File: config.mk
export PLATFORM = sky130hd
export DESIGN_NAME = apb_reg_bridge
export DESIGN_NICKNAME = d
export VERILOG_FILES = /design/src/rtl/apb_reg_bridge.sv
export SDC_FILE = /design/constraint.sdc
export NUM_CORES = 1
export LEC_CHECK = 0
export BUFFER_PORTS_ARGS = -buffer_cell sky130_fd_sc_hd__buf_2
export CORE_MARGIN = 5
export CORE_UTILIZATION = 35
export DETAILED_ROUTE_END_ITERATION = 16
export PLACE_DENSITY_LB_ADDON = 0.25
export SLEW_MARGIN = 10
export SYNTH_ARGS = -nofsm -noshare
export SYNTH_HDL_FRONTEND = slang
export SYNTH_SLANG_ARGS = --single-unit
File: constraint.sdc
create_clock -name clk -period 4.85 [get_ports clk]
set_input_delay 0.485 -clock clk [delete_from_list [all_inputs] [get_ports clk]]
set_output_delay 0.485 -clock clk [all_outputs]
set_load 0.02 [all_outputs]
File: src/rtl/apb_reg_bridge.sv
// apb_reg_bridge: registered APB4 slave-to-master bridge, one transfer in flight; APB_BRIDGE_TIMEOUT_EN enables the downstream wait timeout.
// Latency: m_apb_psel 1 cycle after upstream setup, s_apb_pready 3 cycles after setup plus one per downstream wait cycle.
// Backpressure: upstream is held in its access phase until RESP; downstream waits stall the bridge (or abort after G_TIMEOUT with the macro).
module apb_reg_bridge #(
    parameter int G_REGWIDTH   = 32,
    parameter int G_ADDR_WIDTH = 32,
    parameter int G_TIMEOUT    = 16
) (
    input  logic                      clk,
    input  logic                      rst,
    input  logic                      s_apb_psel,
    input  logic                      s_apb_penable,
    input  logic                      s_apb_pwrite,
    input  logic [2:0]                s_apb_pprot,
    input  logic [G_ADDR_WIDTH-1:0]   s_apb_paddr,
    input  logic [G_REGWIDTH-1:0]     s_apb_pwdata,
    input  logic [G_REGWIDTH/8-1:0]   s_apb_pstrb,
    output logic                      s_apb_pready,
    output logic [G_REGWIDTH-1:0]     s_apb_prdata,
    output logic                      s_apb_pslverr,
    output logic                      m_apb_psel,
    output logic                      m_apb_penable,
    output logic                      m_apb_pwrite,
    output logic [2:0]                m_apb_pprot,
    output logic [G_ADDR_WIDTH-1:0]   m_apb_paddr,
    output logic [G_REGWIDTH-1:0]     m_apb_pwdata,
    output logic [G_REGWIDTH/8-1:0]   m_apb_pstrb,
    input  logic                      m_apb_pready,
    input  logic [G_REGWIDTH-1:0]     m_apb_prdata,
    input  logic                      m_apb_pslverr,
    output logic                      timeout_evt
);
    if (G_REGWIDTH != 8 && G_REGWIDTH != 16 && G_REGWIDTH != 32) begin : g_bad_width
        $error("apb_reg_bridge: G_REGWIDTH must be 8, 16 or 32");
    end
    if (G_TIMEOUT < 1 || G_TIMEOUT > 65535) begin : g_bad_timeout
        $error("apb_reg_bridge: G_TIMEOUT must be 1..65535");
    end

    typedef enum logic [1:0] {S_IDLE, S_SETUP, S_ACCESS, S_RESP} state_t;

    state_t r_state;
    state_t w_next;
    logic   r_drop;
    logic   w_drop;
    logic   w_done;
    logic   w_tmo;

    logic                      r_m_psel;
    logic                      r_m_penable;
    logic                      r_pwrite;
    logic [2:0]                r_pprot;
    logic [G_ADDR_WIDTH-1:0]   r_paddr;
    logic [G_REGWIDTH-1:0]     r_pwdata;
    logic [G_REGWIDTH/8-1:0]   r_pstrb;
    logic                      r_s_pready;
    logic [G_REGWIDTH-1:0]     r_s_prdata;
    logic                      r_s_pslverr;

    assign w_done = (r_state == S_ACCESS) && m_apb_pready;
    // Upstream master abandoning the transfer: finish downstream, then skip RESP.
    assign w_drop = r_drop || !s_apb_psel;

`ifdef APB_BRIDGE_TIMEOUT_EN
    localparam int                 C_CNT_W = $clog2(G_TIMEOUT + 1);
    localparam logic [C_CNT_W-1:0] C_TMO   = C_CNT_W'(G_TIMEOUT);
    localparam logic [C_CNT_W-1:0] C_ONE   = C_CNT_W'(1);

    logic [C_CNT_W-1:0] r_cnt;
    logic               r_tevt;

    // A ready arriving on the limit cycle wins over the timeout.
    assign w_tmo       = (r_state == S_ACCESS) && !m_apb_pready && (r_cnt == C_TMO);
    assign timeout_evt = r_tevt;

    always_ff @(posedge clk or negedge rst) begin
        if (!rst) begin
            r_cnt  <= '0;
            r_tevt <= 1'b0;
        end else begin
            r_tevt <= w_tmo;
            if (r_state == S_SETUP) begin
                r_cnt <= '0;
            end else if (r_state == S_ACCESS && !m_apb_pready) begin
                r_cnt <= r_cnt + C_ONE;
            end
        end
    end
`else
    assign w_tmo       = 1'b0;
    assign timeout_evt = 1'b0;
`endif

    always_ff @(posedge clk or negedge rst) begin
        if (!rst) begin
            r_state <= S_IDLE;
        end else begin
            r_state <= w_next;
        end
    end

    always_comb begin
        w_next = r_state;
        case (r_state)
            S_IDLE:   if (s_apb_psel && !s_apb_penable) w_next = S_SETUP;
            S_SETUP:  w_next = S_ACCESS;
            S_ACCESS: if (w_done || w_tmo) w_next = w_drop ? S_IDLE : S_RESP;
            S_RESP:   w_next = S_IDLE;
            default:  w_next = S_IDLE;
        endcase
    end

    always_ff @(posedge clk or negedge rst) begin
        if (!rst) begin
            r_pwrite <= 1'b0;
            r_pprot  <= '0;
            r_paddr  <= '0;
            r_pwdata <= '0;
            r_pstrb  <= '0;
            r_drop   <= 1'b0;
        end else begin
            if (r_state == S_IDLE) begin
                r_drop <= 1'b0;
                if (s_apb_psel && !s_apb_penable) begin
                    r_pwrite <= s_apb_pwrite;
                    r_pprot  <= s_apb_pprot;
                    r_paddr  <= s_apb_paddr;
                    r_pwdata <= s_apb_pwdata;
                    r_pstrb  <= s_apb_pwrite ? s_apb_pstrb : '0;
                end
            end else begin
                r_drop <= w_drop;
            end
        end
    end

    // Outputs are registered from the next state so every port comes straight off a flop.
    always_ff @(posedge clk or negedge rst) begin
        if (!rst) begin
            r_m_psel    <= 1'b0;
            r_m_penable <= 1'b0;
            r_s_pready  <= 1'b0;
            r_s_prdata  <= '0;
            r_s_pslverr <= 1'b0;
        end else begin
            r_m_psel    <= (w_next == S_SETUP) || (w_next == S_ACCESS);
            r_m_penable <= (w_next == S_ACCESS);
            r_s_pready  <= (w_next == S_RESP);
            r_s_pslverr <= (w_next == S_RESP) && (w_tmo || m_apb_pslverr);
            if (w_next == S_RESP && w_done && !r_pwrite) begin
                r_s_prdata <= m_apb_prdata;
            end else begin
                r_s_prdata <= '0;
            end
        end
    end

    assign m_apb_psel    = r_m_psel;
    assign m_apb_penable = r_m_penable;
    assign m_apb_pwrite  = r_pwrite;
    assign m_apb_pprot   = r_pprot;
    assign m_apb_paddr   = r_paddr;
    assign m_apb_pwdata  = r_pwdata;
    assign m_apb_pstrb   = r_pstrb;
    assign s_apb_pready  = r_s_pready;
    assign s_apb_prdata  = r_s_prdata;
    assign s_apb_pslverr = r_s_pslverr;

endmodule

==> run_results.csv <==
group,metric,value,unit
setup_path,cp-start-kind,"register",
pwr,peakVddDrop,0.3345,mV
layout,final_layout_size_suffix_gt1_share,57.89,%
floorplanning,die-width,117.0,um
timing,setup-violations-final,0,
synth,synth.distinct_cells,23,
floorplanning,core_area,0.01132,mm2
detailed_routing,first_pass_iters,3,
detailed_routing,initialDrtViolationCount,117,
clocking,ctsHoldBuffers,0,
synth,yosysTopAreaCellShare,69.29,%
clocking,htreeDepth,3,
layout,final_common_cell,"buf_2",
flow_run,drv_cap,0,
setup_path,cp_max_fo,40,
place,dpl.hpwl,7041,um
layout,area_growth,38.89,%
setup_path,end_kind,"register",
floorplanning,io_pins,219,
timing,worst_pin_slew,0.7809,ns
synth,synth_area_per_cell,16.04,um2
clocking,post_cts_resize_count,0,
global_routing,first_global_vias,2804,
layout,nFillCells,1048,
layout,fin_area,0.005568,mm2
detailed_routing,drcViolationCount,0,
setup_path,cp.depth,3,
global_routing,overflow,0,
synth,yosysWarnings,0,
detailed_routing,routed_wl,9094,um
setup_path,required,5.07,ns
timing,fin_setup_tns,0,ns
synth,syn-instance-count,250,
clocking,cts.path.max_buffers,2,
global_routing,grt_usage,13.20,%
timing,hold_violations,0,
timing,slew_headroom,47.94,%
timing,clock.fmax,548.2,MHz
clocking,cts.sinks,111,
outcome,outcome,"completed",
floorplanning,initial_utilization,35.41,%
setup_path,path_class,"reg -> reg",
synth,yosysSeqAreaShare,69.29,%
setup_path,max_stage_delay,0.48,ns
layout,most-common-layout-cells,"buf_2 (216), dfrtp_1 (111), mux2_2 (37)",
timing,min_period_over_period,37.61,%
clocking,cts_tree,"yes",
setup_path,crit_buf_inv,1,
worst_hold_path,worstHoldPathType,"in -> async",
timing,period_needed,1.824,ns
place,placed_area,0.005224,mm2
clocking,cts_made_buffers,9,
detailed_routing,vias,2710,
clocking,clk_latency,0.33,ns
clocking,post_cts_buffers,0,
global_routing,antenna_found_initial,0,
layout,nets,582,
detailed_routing,ant_nets,0,
floorplanning,rows,39,
detailed_routing,drt-wirelength-per-cell,14.72,um
global_routing,grt_max_degree,65,
synth,ys_ff_latch,111,
setup_path,crit_chain,"nor4b_4 > buf_4 > mux2_2",
setup_path,crit_slowest_cell,"buf_4",
global_routing,grt_first_pass_wirelength,13880,um
detailed_routing,viasPerCell,4.385,
layout,n_antenna_cell,0,
timing,rsz0062_at_grt,"no",
clocking,cts-root-buf,"clkbuf_16",
clocking,clkTransAtPathRegs,0.07,ns
place,numPortBuffers,217,
synth,synthesis.area,0.004009,mm2
setup_path,cp_top_family,"buffers and inverters",
place,place_congestion,0.7086,
pwr,p_leak,2.924,nW
timing,report.final.slew_viol_count,0,
setup_path,cp.arrival,2.04,ns
floorplanning,die_h,117.0,um
pwr,cellPowerDensity,613.9,mW/mm2
floorplanning,dieArea,0.01369,mm2
setup_path,ff2ff_path_depth,3,
synth,syn-num-nets,362,
synth,yosys.area.top_type,"dfrtp_1",
pwr,fin_total_pwr,3.418,mW
timing,finClkSkew,0.004427,ns
synth,synth_area_leaders,"dfrtp_1 (69%), mux2_2 (10%), mux2_1 (9.0%), and2_1 (5.1%), buf_6 (0.84%)",
==> per-layer routing <==
metal / routed length, um / track usage [%]
met3: 1210 / 6.735
met4: 95 / 3.899
met1: 3351 / 15.20
met2: 4437 / 21.65
met5: 0 / 0
==> synth_stat cells, drive strengths merged <==
| cell | n |
|---|---|
| and2 | 33 |
| clkbuf | 3 |
| and3b | 1 |
| o22ai | 1 |
| buf | 9 |
| nor4b | 1 |
| nand4b | 1 |
| a21oi | 1 |
| dfrtp | 111 |
| inv | 4 |
| nand3 | 4 |
| nor2 | 1 |
| o21a | 1 |
| nand2 | 1 |
| mux2 | 69 |
| nand2b | 1 |
| o21ai | 4 |
| ha | 2 |
| nand3b | 1 |
| conb | 1 |
==> per-stage QoR <==
stage | utilization (%) | setup slack (ns) | hold slack (ns) | std cells
5_1_grt | 49.18 | 2.861 | 0.3077 | 618
4_1_cts | 49.18 | 3.003 | 0.2600 | 618
3_3_place_gp | 46.14 | 2.954 | 0.4617 | 602
2_1_floorplan | - | 3.145 | 0.1894 | 250
6_report | 49.18 | 3.026 | 0.2289 | 618
3_5_place_dp | 46.14 | 2.903 | 0.4695 | 602
==> power breakdown <==
| group | switching, mW | internal (mW) | leakage (nW) |
|---|---|---|---|
| logic | 0.704 | 0.481 | 1.37 |
| clock network | 0.322 | 0.506 | 0.162 |
| registers | 0.155 | 1.25 | 1.39 |
==> state kept, by name, summed over array words and instances, names as in the netlist <==
register and cells:
r_state 2, m_apb_paddr 32, r_drop 1, m_apb_pwrite 1, m_apb_pwdata 32, s_apb_prdata 32, m_apb_psel 1, s_apb_pslverr 1
m_apb_pprot 3, s_apb_pready 1, m_apb_penable 1, m_apb_pstrb 4
==> kinds of logic after synthesis <==
kind of cell	synth area share, %
AOI/OAI and AO/OA	0.9676
adders and majority gates	0.6241
buffers and inverters	2.434
DFF	69.29
muxes	19.38
other	0.09354
and+or+nand+nor	7.210
==> area by class of cell <==
cell class | instances | area (um2) | share of cell area, %
Timing Repair Buffer | 221 | 1119 | 20.09
Multi-Input combinational cell | 123 | 1134 | 20.36
Tap cell | 143 | 178.9 | 3.213
Clock buffer | 9 | 225.2 | 4.045
Inverter | 4 | 15.01 | 0.2697
Sequential cell | 111 | 2778 | 49.89
Clock inverter | 7 | 118.9 | 2.135
==> path summary, 6_finish.rpt <==
| kind | start | endpoint | slack [ns] |
|---|---|---|---|
| setup / recovery | r_state[1] | m_apb_pwdata[16] | 3.03 |
| hold / removal | rst | m_apb_pwdata[24] | 0.23 |
| setup reg to reg | r_state[1] | m_apb_pwdata[16] | 3.03 |
| hold reg to reg | m_apb_paddr[1] | m_apb_paddr[1] | 0.48 |
| max in group asynchronous | rst | m_apb_pprot[1] | 3.54 |
| min in group clk | m_apb_prdata[1] | s_apb_prdata[1] | 0.35 |
(Power assumes the default switching activity.)
